### src/rtl/pc_fetch_register.sv
// Fetch-end program counter: holds the architectural PC, handles stall/halt/misaligned-target fault.
// Optional statistics counters are built only when PC_FETCH_STATS_EN is defined.
module pc_fetch_register #(
  parameter logic [31:0] RESET_VECTOR = 32'h0000_0000,
  parameter int unsigned CNT_W        = 32
) (
  input  logic             clk,
  input  logic             rst,
  input  logic [31:0]      PC_Next,
  input  logic             BranchSig,
  input  logic             Branched,
  input  logic             Stall,
  input  logic             Halt,
  input  logic             Go,
  output logic [31:0]      PC,
  output logic [31:0]      PC_plus_four,
  output logic             Halted,
  output logic             Fault,
  output logic [CNT_W-1:0] CycleCnt,
  output logic [CNT_W-1:0] BranchCnt,
  output logic [CNT_W-1:0] TakenCnt
);

  localparam int unsigned   PC_W    = 32;
  localparam logic [PC_W-1:0] PC_STEP = PC_W'(4);

  typedef enum logic [1:0] {
    ST_RUN   = 2'd0,
    ST_HALT  = 2'd1,
    ST_FAULT = 2'd2
  } state_e;

  state_e          state_q, state_d;
  logic [PC_W-1:0] pc_q, pc_d;
  logic            halted_q, halted_d;
  logic            fault_q, fault_d;
  logic            cycle_inc, branch_inc, taken_inc;
  logic            misaligned;

  // Only a taken redirect can carry a misaligned target; the sequential path is always aligned.
  assign misaligned = Branched && (PC_Next[1:0] != 2'b00);

  // Next-state, next-PC and statistics strobes.
  always_comb begin
    state_d    = state_q;
    pc_d       = pc_q;
    cycle_inc  = 1'b0;
    branch_inc = 1'b0;
    taken_inc  = 1'b0;
    case (state_q)
      ST_RUN: begin
        cycle_inc = 1'b1;
        if (Halt) begin
          state_d = ST_HALT;
        end else if (!Stall) begin
          branch_inc = BranchSig;
          taken_inc  = Branched;
          if (misaligned) begin
            state_d = ST_FAULT;
          end else begin
            pc_d = PC_Next;
          end
        end
      end
      ST_HALT: begin
        if (Go) begin
          state_d = ST_RUN;
        end
      end
      ST_FAULT: begin
        state_d = ST_FAULT;
      end
      default: begin
        state_d = ST_RUN;
      end
    endcase
    halted_d = (state_d != ST_RUN);
    fault_d  = (state_d == ST_FAULT);
  end

  always_ff @(posedge clk or posedge rst) begin
    if (rst) begin
      state_q  <= ST_RUN;
      pc_q     <= RESET_VECTOR;
      halted_q <= 1'b0;
      fault_q  <= 1'b0;
    end else begin
      state_q  <= state_d;
      pc_q     <= pc_d;
      halted_q <= halted_d;
      fault_q  <= fault_d;
    end
  end

  assign PC           = pc_q;
  assign PC_plus_four = pc_q + PC_STEP;
  assign Halted       = halted_q;
  assign Fault        = fault_q;

`ifdef PC_FETCH_STATS_EN
  localparam logic [CNT_W-1:0] CNT_MAX = '1;
  localparam logic [CNT_W-1:0] CNT_ONE = CNT_W'(1);

  logic [CNT_W-1:0] cycle_q, branch_q, taken_q;

  // Saturating statistics counters; they stick at all-ones instead of wrapping.
  always_ff @(posedge clk or posedge rst) begin
    if (rst) begin
      cycle_q  <= '0;
      branch_q <= '0;
      taken_q  <= '0;
    end else begin
      if (cycle_inc && (cycle_q != CNT_MAX)) begin
        cycle_q <= cycle_q + CNT_ONE;
      end
      if (branch_inc && (branch_q != CNT_MAX)) begin
        branch_q <= branch_q + CNT_ONE;
      end
      if (taken_inc && (taken_q != CNT_MAX)) begin
        taken_q <= taken_q + CNT_ONE;
      end
    end
  end

  assign CycleCnt  = cycle_q;
  assign BranchCnt = branch_q;
  assign TakenCnt  = taken_q;
`else
  logic unused_stats;
  assign unused_stats = ^{cycle_inc, branch_inc, taken_inc};

  assign CycleCnt  = '0;
  assign BranchCnt = '0;
  assign TakenCnt  = '0;
`endif

endmodule

### config.mk
export PLATFORM = sky130hd
export DESIGN_NAME = pc_fetch_register
export DESIGN_NICKNAME = d
export VERILOG_FILES = /design/src/rtl/pc_fetch_register.sv
export SDC_FILE = /design/constraint.sdc
export NUM_CORES = 1
export LEC_CHECK = 0
export ABC_AREA = 1
export BUFFER_PORTS_ARGS = -buffer_cell sky130_fd_sc_hd__buf_4
export CELL_PAD_IN_SITES_DETAIL_PLACEMENT = 0
export CELL_PAD_IN_SITES_GLOBAL_PLACEMENT = 1
export CORE_UTILIZATION = 25
export DETAILED_ROUTE_END_ITERATION = 10
export GPL_TIMING_DRIVEN = 0
export PLACE_DENSITY = 0.83
export SETUP_SLACK_MARGIN = 0.15
export SYNTH_ARGS = -nofsm -noshare
export SYNTH_HDL_FRONTEND = slang
export SYNTH_SLANG_ARGS = --single-unit
### constraint.sdc
create_clock -name clk -period 1.6 [get_ports clk]
set_input_delay 0.32 -clock clk [delete_from_list [all_inputs] [get_ports clk]]
set_output_delay 0.32 -clock clk [all_outputs]
set_load 0.005 [all_outputs]
Word level (Yosys, flattened, before mapping)
Cells that the tools add are included.

Memory bits (read-only): 0. Word-level logic and storage cells: 21. Flip-flop bits (word level): 36. Input bits: 39. Memories: 0. RAM bits: 0. Latch bits: 0. Output and inout port bits: 162.

Eq/ne operators: 3. Reduce and logical (&&, ||, !) cells: 5. $lt $le $gt $ge: 0. Shift operators: 0. $mul: 0. Divide/modulo/power cells: 0. Bitwise gates (word level): 3. Add/subtract/negate cells: 1. Multiplexer cells: 5.

Operator list (count): 32-bit by 3-bit adder with 32-bit output (second input constant) (1); 2-bit 2-to-1 mux (4); 2-bit one-hot mux with 3 select lines (1); 2-bit == test (second input constant) (2); 4-bit AND reduction (1); 2-bit nonzero test (2); 1-bit inverter (3); 2-bit by 1-bit == test with 1-bit output (second input constant) (1); 2-bit logical NOT (1); 1-bit logical AND (1).

Longest topological paths before layout
Gate-level depths: netlist (run 1).

Depth in word-level cells: 7. Gate-level depth with buffers: 8. Gate-level depth less buffers: 8.

Least setup slack after synthesis (run 1)
OpenSTA, ideal clock, no wires.

Kind: register to output. Start: register pc_q[2] (netlist: PC[2]). End: output port PC_plus_four[14]. Path slack: 0.003 ns. Buffers on the path: 0. Cell stages (with the launch flop): 7. Arrival time: 1.277 ns. Data required time: 1.280 ns. Path through: dfrtp_1 ha_1 inv_1 nor2_1 nand2_1 nor2_1 xor2_1.

Cells in the longest elaborated chain, start to end: 1.

Ends and longest elaborated chain: from (decl) (line 34) `logic [PC_W-1:0] pc_q, pc_d;`; from (signal assigned) (line 89) `pc_q <= pc_d;`; 32-bit by 3-bit adder with 32-bit output (line 96) `assign PC_plus_four = pc_q + PC_STEP;`; to (decl) (line 16) `output logic [31:0] PC_plus_four,`.

No other way between the ends.

Worst setup path in the final report (run 1)
Start: register pc_q[2] (netlist: PC[2]). End: output port PC_plus_four[23].

Same word-level chain as after synthesis.

==> results.ini, run 1 <==
[run_status]
status = complete, but fails checks
violations = DRC, setup timing

[cts]
numCtsBuffers = 5
cts_tree = yes
cts-hold-fix-buffers = 0
clk_latency_ns = 0.28
h-tree-depth = 2
cts_max_path_buffers = 2
clkTransAtPathRegs_ns = 0.06
cts_sinks = 36
cts_root_buf = clkbuf_16

[yosys]
avgSynthCellArea_um2 = 6.80
synth_area_um2 = 3010
synth_warnings = 0
synth.yosys.seq_area_share_pct = 29.9
ys_ff_latch = 36
yosysUniqueCellTypes = 20
synthCells = 443

[grt]
grt_max_degree = 37
grt_usage_pct = 15.8
grt_pass1_wl_um = 15500
antenna_found_initial = 0
grt-ovfl-total = 0
grt_pass1_vias = 3152

[routing]
num_vias = 3303
drt_iter0_drc = 89
drtPass1Iterations = 7
routed_wl_um = 10100
drc = 16
viasPerCell = 3.86
ant_nets = 0
wire_per_inst_um = 11.9

[critical_path]
worstRegToRegCells = 8
cpMaxStageDelayCell = dfrtp_2
crit_path_end_kind = output pin
max_stage_delay_ns = 0.40
critPathLaunch = PC[2]
cp.depth = 9
worstPathRequired_ns = 1.28
cp_top_family = simple AND/OR/NAND/NOR gates
crit_buf_inv = 3
path_class = register to output pin
r2r_slack_ns = 0.10
crit_arrival_ns = 1.62
startpoint_type = register
endpoint = PC_plus_four[23]
rr_endpoint = PC[12]
cp_max_fo = 5
cpMostUsedCell = nand2_1
cp_cell_sequence = buf_4 > inv_2 > nor2_4 > nand2_2 > nor2_4 > nand2_1 > nand2_1 > nand2_1 > buf_4
r2r_start = state_q[0]

[finish]
drive_above_1_share_pct = 59.7
fillers = 1113
diodes = 0
area_growth_pct = 89.9
stdcell_area_um2 = 5720
nNetsFinal = 751

[timing]
skew_ns = 0.00668
finalSetupViolations = 28
hold_violations = 0
maxSlewViolCount = 0
worst_slack_ns = -0.344
min_period_over_period_pct = 122
rsz0062_at_grt = yes
period_minus_slack_ns = 1.94
whs_ns = 0.185
max_freq_mhz = 514
worstMarginPinSlew_ns = 0.813
slew_headroom_pct = 45.7

[floorplan]
die_x_um = 112
rows = 39
die-area_um2 = 12500
initial_utilization_pct = 26.1
die_y_um = 112
placeableCoreArea_um2 = 11600
boundaryPins = 201

[place]
pre_cts_ws_ns = -0.273
gp_congestion = 0.799
place_area_um2 = 4380
port_buffers = 103
hpwl_um = 7290

[power_and_ir_drop]
power_density_nw_per_um2 = 482
p_total_uw = 2760
p_leak_uw = 0.00312
ir_worst_vdd_mv = 0.515

[flow_run]
drv_cap = 0

[min_path]
hp-class = input pin to asynchronous set/reset pin

[area by class of cell]
cell class                      count  area, µm²  share of cell area (%)
Clock buffer                        7        153                    2.67
Timing Repair Buffer              166       1370                    23.9
Tap cell                          143        179                    3.13
Multi-Input combinational cell    372       2150                    37.5
Inverter                           23       90.1                    1.57
Sequential cell                    36        931                    16.3
Clock inverter                      1       30.0                   0.525
Buffer                            107        825                    14.4
[flip-flops by register name, summed over array words and instances, names as in the netlist]
| register | flops |
|---|---|
| Fault | 1 |
| Halted | 1 |
| PC | 32 |
| state_q | 2 |
[placed cells by master (no fill, tap or decap), types with 2 or more instances in the layout]
cell | netlist | routed
buf_4 | 101 | 240
buf_6 | 3 | 26
buf_8 | 0 | 2
clkbuf_16 | 0 | 6
clkbuf_2 | 0 | 2
clkbuf_8 | 0 | 2
conb_1 | 1 | 96
dfrtp_1 | 36 | 12
dfrtp_2 | 0 | 24
inv_1 | 23 | 18
inv_2 | 0 | 4
nand2_1 | 155 | 109
nand2_2 | 1 | 40
nand2_4 | 0 | 6
nand3_1 | 44 | 21
nand3_2 | 0 | 21
nand3_4 | 0 | 2
nand3b_1 | 5 | 5
nor2_1 | 48 | 13
nor2_2 | 0 | 11
nor2_4 | 0 | 24
o21ai_0 | 2 | 2
xnor2_2 | 0 | 6
xor2_1 | 9 | 9
[worst min-delay path by stage]
| stage | to | slack, ns | cells after the start | from |
|---|---|---|---|---|
| CTS | PC[1] | 0.21 | 2 | rst |
| global route | state_q[0] | 0.26 | 2 | rst |
| floorplan | Fault | 0.45 | 1 | state_q[0] |
| global placement | state_q[1] | 0.47 | 1 | state_q[0] |
| detailed placement | Fault | 0.49 | 1 | state_q[0] |
| finish | Fault | 0.19 | 2 | rst |
[cells in the mapped netlist (all sizes together)]
library cell  instances  area (µm²)
nand2               156         588
nor3                  2        21.3
o21ai                 3        15.0
xor2                  9        78.8
nor2                 48         180
nand3b                5        37.5
buf                 104         792
or2                   2        12.5
ha                    1        12.5
dfrtp                36         901
inv                  23        86.3
xnor2                 6        52.6
clkbuf                3        11.3
nand3                44         220
conb                  1        3.75
[worst reg2reg max path, cell delays in order, from the launching register on]
cell and delay, ns:
dfrtp_1 0.41, or2_4 0.28, nor3_4 0.11, buf_6 0.16
buf_6 0.10, buf_6 0.12, buf_6 0.13, nand3_2 0.06
nand2_1 0.08
[where the power goes]
part	switching, µW	leakage, µW	internal [µW]
logic	244	0.00259	346
clock network	370	0.0000901	820
registers	38.9	0.000439	941
[kinds of logic (layout without fill, tap and decap cells)]
family                   after synthesis  count (layout)  share of synthesized area (%)
AO/OA/AOI/OAI                          3               3                          0.498
XOR/XNOR                              15              15                           4.36
adder cells (fa/ha/maj)                1               1                          0.415
buffers and inverters                130             304                           29.5
flip-flops                            36              36                           29.9
other                                  1              96                          0.124
AND/OR/NAND/NOR                      257             257                           35.2
[layer usage]
| layer | track usage [%] | wire length, µm | vias to the layer above | part of all wire (%) |
|---|---|---|---|---|
| met3 | 3.27 | 749 | 7 | 7.4 |
| met1 | 19.2 | 4140 | 1471 | 41 |
| li1 | - | - | 1710 | - |
| met4 | 3.42 | 73 | 0 | 0.72 |
| met2 | 28.4 | 5170 | 115 | 51 |
| met5 | 0 | 0 | - | 0 |
[repair_timing]
action                     CTS  global route
gates cloned                 5             1
pin swaps                   60            27
resized for setup          147            51
buffers inserted            45            12
setup endpoints to repair   64            59
[through the flow]
| stage | setup TNS (ns) | instances | util [%] |
|---|---|---|---|
| finish | -7.25 | 855 | 49.5 |
| global route | -9.52 | 855 | 49.5 |
| CTS | -6.32 | 842 | 46.9 |
| detailed placement | -12.89 | 784 | 37.8 |
| global placement | -7.53 | 784 | 37.8 |
| floorplan | 0 | 538 | - |
No activity file was read; power rests on OpenSTA's default activity.
==> run 2: changes to the inputs <==
- BUFFER_PORTS_ARGS: -buffer_cell sky130_fd_sc_hd__buf_4 -> -buffer_cell sky130_fd_sc_hd__buf_2
==> run 2 against run 1 <==
  * The flow still finishes with violations (DRC, setup timing)
  * Critical path depth decreased by 3
  * Sequential power is essentially flat
  * Global-route usage down 1.1 points
  * Via count is 1.6% lower
  * Non-clock buffer count decreased by 14
  * Combinational power down 11%
  * Final area fell by 9.4%
  * Clock power down 19%
  * Sequential share of layout area rose by 1.6 points
  * Flip-flop and latch count did not move
  * First-iteration DRC count up 5.6%
  * Clock skew shrank 0.0030 ns
  * Highest routed layer unchanged
==> results.ini, run 2 (synthesis results as in run 1) <==
[run_status]
status = complete, but fails checks
violations = DRC, setup timing

[routing]
drt_iter0_drc = 94  ; +5.6%
routed_wl_um = 9970  ; -1.6%
viasPerCell = 3.86  ; about the same
drtPass1Iterations = 7  ; unchanged
wire_per_inst_um = 11.9  ; about the same
drc = 16  ; unchanged
num_vias = 3250  ; -1.6%
ant_nets = 0  ; unchanged

[min_path]
hp-class = input pin to asynchronous set/reset pin

[finish]
nNetsFinal = 737  ; -1.9%
final_core_util_pct = 44.8  ; -4.7 points
diodes = 0  ; unchanged
layout_common_cells = buf_4 (134), nand2_1 (102), buf_2 (102), conb_1 (96), nand2_2 (45)
stdcell_area_um2 = 5180  ; -9.4%
largest_register_ffs = 32  ; unchanged
mostFrequentLayoutCell = buf_4
fillers = 1176  ; +5.7%
area_growth_pct = 72.0
drive_above_1_share_pct = 57.0  ; -2.7 points

[critical_path]
worstPathRequired_ns = 1.28  ; about the same
crit_arrival_ns = 1.57  ; -0.05 ns
crit_path_end_kind = output pin
path_class = register to output pin
cp_max_fo = 5  ; unchanged
worstRegToRegCells = 7  ; -1
startpoint_type = register

[cts]
cts_tree = yes
cts_max_path_buffers = 2  ; unchanged
cts_root_buf = clkbuf_16
h-tree-depth = 2  ; unchanged
cts-hold-fix-buffers = 0  ; unchanged
clkTransAtPathRegs_ns = 0.06  ; about the same
clk_latency_ns = 0.28  ; about the same
cts_sinks = 36  ; unchanged
numCtsBuffers = 5  ; unchanged

[grt]
antenna_found_initial = 0  ; unchanged
grt_pass1_vias = 2916  ; -7.5%
grt-ovfl-total = 0  ; unchanged
grt_usage_pct = 14.7  ; -1.1 points
grt_pass1_wl_um = 14400  ; -7.1%
grt_max_degree = 37  ; unchanged

[place]
gp_congestion = 0.778  ; -2.6%
place_area_um2 = 4120  ; -5.9%
pre_cts_ws_ns = -0.258  ; +0.0154 ns
port_buffers = 103  ; unchanged
hpwl_um = 7230  ; -0.83%

[timing]
worst_slack_ns = -0.288  ; +0.0561 ns
period_minus_slack_ns = 1.89  ; -0.0561 ns
rsz0062_at_grt = yes
finalSetupViolations = 28  ; unchanged
slew_headroom_pct = 47.1  ; +1.4 points
min_period_over_period_pct = 118  ; -3.5 points
whs_ns = 0.176  ; -0.00885 ns
skew_ns = 0.00366  ; -0.00302 ns
hold_violations = 0  ; unchanged
worstMarginPinSlew_ns = 0.792  ; -0.0210 ns
max_freq_mhz = 530  ; +3.0%
maxSlewViolCount = 0  ; unchanged
finalSetupTns_ns = -5.95  ; +1.30 ns

[flow_run]
drv_cap = 0  ; unchanged

[power_and_ir_drop]
power_density_nw_per_um2 = 475  ; -1.5%
ir_worst_vdd_mv = 0.336  ; -35%
p_leak_uw = 0.00292  ; -6.3%

[floorplan]
boundaryPins = 201  ; unchanged
initial_utilization_pct = 26.1  ; unchanged
rows = 39  ; unchanged
die-area_um2 = 12500  ; unchanged
die_x_um = 112  ; unchanged
die_y_um = 112  ; unchanged
placeableCoreArea_um2 = 11600  ; unchanged

[run 2: per-layer routing]
| metal | vias to the layer above | track usage, % | wire length, µm |
|---|---|---|---|
| met5 | - | 0 | 0 |
| li1 | 1683 | - | - |
| met3 | 13 | 2.67 | 727 |
| met1 | 1438 | 17.8 | 4030 |
| met2 | 116 | 26.7 | 5060 |
| met4 | 0 | 3.33 | 141 |
[run 2: final timing paths]
| path | startpoint | to | slack [ns] |
|---|---|---|---|
| min reg2reg | PC[0] | PC[0] | 0.52 |
| min in group clk | PC_Next[24] | PC[24] | 0.26 |
| min | rst | PC[10] | 0.18 |
| max | PC[6] | PC_plus_four[17] | -0.29 |
| max in group asynchronous | rst | PC[28] | 0.94 |
| max reg2reg | state_q[0] | PC[23] | 0.18 |
[run 2: cell type report]
cell class                      instances  area, µm²  area share [%]
Buffer                                107        826            15.9
Clock buffer                            5        125            2.41
Clock inverter                          3       18.8           0.362
Inverter                               23       92.6            1.79
Multi-Input combinational cell        372       2060            39.7
Sequential cell                        36        927            17.9
Tap cell                              143        179            3.45
Timing Repair Buffer                  152        956            18.4
[run 2: metrics by stage]
step,instances,power (µW)
global placement,784,1420
finish,841,2460
floorplan,538,1290
CTS,828,2440
global route,841,2570
detailed placement,784,1420
[run 2: critical path: stages, from the launching register on]
cell and delay (ns):
dfrtp_2 0.39, nand2_1 0.12, nor2_2 0.16, nand2_2 0.13, nor2_2 0.15, xor2_1 0.17, buf_2 0.15
[run 2: repair_timing]
action | CTS | global route
pin swaps | 24 | 31
setup endpoints to repair | 64 | 59
setup buffers | 33 | 10
gates resized for setup | 91 | 79
cloned | 3 | 3
endpoints found under the hold margin | 0 | 0
[run 2: power breakdown]
group | total [µW] | switching [µW] | leakage (µW) | internal (µW)
clock network | 962 | 388 | 0.0000736 | 574
logic | 522 | 234 | 0.00240 | 288
registers | 979 | 38.8 | 0.000444 | 940
total | 2460 | 661 | 0.00292 | 1800
==> run 3: changes to the inputs <==
- RECOVER_POWER: not set -> 50
==> run 3 against run 2 <==
  * The run still ends with DRC, setup timing left
  * Clock power about the same
  * Power fell by 0.12%
  * Combinational power is 1% lower
  * Sequential share of layout area hardly changed
  * First-iteration DRC count decreased by 9.6%
  * Largest power group unchanged
==> results.ini, run 3 (synthesis results as in run 1) <==
[timing]
max_freq_mhz = 530  ; about the same
worst_slack_ns = -0.287  ; +0.000945 ns
period_minus_slack_ns = 1.89  ; -0.000945 ns
finalSetupTns_ns = -5.99  ; -0.0410 ns
maxSlewViolCount = 0  ; unchanged
whs_ns = 0.171  ; -0.00513 ns
hold_violations = 0  ; unchanged
finalSetupViolations = 28  ; unchanged
slew_headroom_pct = 46.9  ; -0.16 points
worstMarginPinSlew_ns = 0.794  ; +0.00247 ns
skew_ns = 0.00472  ; +0.00106 ns
rsz0062_at_grt = yes
min_period_over_period_pct = 118  ; about the same

[cts]
cts_root_buf = clkbuf_16
clk_latency_ns = 0.28  ; about the same
clkTransAtPathRegs_ns = 0.06  ; about the same
numCtsBuffers = 5  ; unchanged
cts_max_path_buffers = 2  ; unchanged
cts_tree = yes
cts_sinks = 36  ; unchanged
h-tree-depth = 2  ; unchanged

[finish]
diodes = 0  ; unchanged
largest_register_ffs = 32  ; unchanged
mostFrequentLayoutCell = buf_4
area_growth_pct = 71.2
fillers = 1178  ; +0.17%
layout_common_cells = buf_4 (133), nand2_1 (102), conb_1 (96), buf_2 (95), nand2_2 (45)
nNetsFinal = 737  ; unchanged
final_core_util_pct = 44.6  ; -0.21 points
drive_above_1_share_pct = 55.3  ; -1.7 points

[grt]
grt-ovfl-total = 0  ; unchanged
grt_pass1_wl_um = 14400  ; unchanged
grt_usage_pct = 14.7  ; unchanged
antenna_found_initial = 0  ; unchanged
grt_pass1_vias = 2916  ; unchanged
grt_max_degree = 37  ; unchanged

[critical_path]
endpoint = PC_plus_four[17]
critPathLaunch = PC[6]
path_class = register to output pin
cp_cell_sequence = nand2_1 > nor2_2 > nand2_2 > nor2_2 > xor2_1 > buf_2
cpMaxStageDelayCell = dfrtp_2
cpMostUsedCell = nor2_2
r2r_slack_ns = 0.13  ; -0.05 ns
crit_arrival_ns = 1.57  ; about the same
cp_max_fo = 5  ; unchanged
r2r_start = state_q[0]
worstPathRequired_ns = 1.28  ; about the same
max_stage_delay_ns = 0.39  ; about the same
worstRegToRegCells = 7  ; unchanged
crit_path_end_kind = output pin
startpoint_type = register
rr_endpoint = PC[2]

[power_and_ir_drop]
p_total_uw = 2460  ; -0.12%
p_leak_uw = 0.00290  ; -0.62%
ir_worst_vdd_mv = 0.337  ; +0.17%
power_density_nw_per_um2 = 477  ; +0.34%

[place]
hpwl_um = 7230  ; unchanged
pre_cts_ws_ns = -0.258  ; unchanged
gp_congestion = 0.778  ; unchanged
port_buffers = 103  ; unchanged

[routing]
viasPerCell = 3.87  ; +0.22%
drtPass1Iterations = 7  ; unchanged
num_vias = 3257  ; +0.22%
drt_iter0_drc = 85  ; -9.6%
routed_wl_um = 9940  ; -0.29%
ant_nets = 0  ; unchanged
drc = 16  ; unchanged
wire_per_inst_um = 11.8  ; -0.29%

[floorplan]
boundaryPins = 201  ; unchanged
initial_utilization_pct = 26.1  ; unchanged
placeableCoreArea_um2 = 11600  ; unchanged
die_y_um = 112  ; unchanged
rows = 39  ; unchanged
die-area_um2 = 12500  ; unchanged
die_x_um = 112  ; unchanged

[run_status]
status = complete, but fails checks
violations = DRC, setup timing

[flow_run]
drv_cap = 0  ; unchanged

[min_path]
hp-class = input pin to asynchronous set/reset pin

run 3: per-stage QoR:
stage | instances | area (µm²)
2_1_floorplan | 538 | 3420
3_3_place_gp | 784 | 4120
3_5_place_dp | 784 | 4120
4_1_cts | 828 | 4790
5_1_grt | 841 | 5160
6_report | 841 | 5160
run 3: layout make-up:
type                       instances  area, µm²  area share (%)
multi-input combinational        372       2050            39.7
buffer                           107        826            16.0
sequential                        36        922            17.9
clock buffer                       5        125            2.43
inverter                          23       92.6            1.80
timing repair buffer             152        947            18.4
clock inverter                     3       18.8           0.364
tap                              143        179            3.47
run 3: power by group:
| part | internal (µW) | switching, µW |
|---|---|---|
| logic | 284 | 231 |
| clock network | 574 | 392 |
| registers | 939 | 38.8 |
run 3: how the worst min path moves through the flow:
| stage | from | to | slack, ns | depth (start not counted) |
|---|---|---|---|---|
| final | rst | PC[1] | 0.17 | 2 |
| after global placement | state_q[0] | state_q[1] | 0.48 | 1 |
| after floorplan | state_q[0] | Fault | 0.45 | 1 |
| after detailed placement | state_q[0] | Fault | 0.49 | 1 |
| after CTS | rst | PC[1] | 0.20 | 2 |
| after global routing | rst | Halted | 0.25 | 2 |
run 3: worst max-delay path: cells and delay by family (launching register included):
family	cells	cell delay [ns]
flip-flops	1	0.39
AND/OR/NAND/NOR	4	0.56
XOR/XNOR	1	0.17
buffers and inverters	1	0.15
run 3: routing by layer:
| layer | vias up | track usage (%) | wire length, µm | part of all wire [%] |
|---|---|---|---|---|
| li1 | 1684 | - | - | - |
| met1 | 1439 | 17.8 | 4060 | 41 |
| met2 | 123 | 26.7 | 5020 | 50 |
| met3 | 11 | 2.67 | 739 | 7.4 |
| met4 | 0 | 3.33 | 120 | 1.2 |
| met5 | - | 0 | 0 | 0 |
run 3: timing repair:
action                     CTS  global route
gates cloned                 3             3
setup endpoints to repair   64            59
gates resized for setup     91            79
pin swaps                   24            31
setup buffers               33            10
hold buffers                 0             0
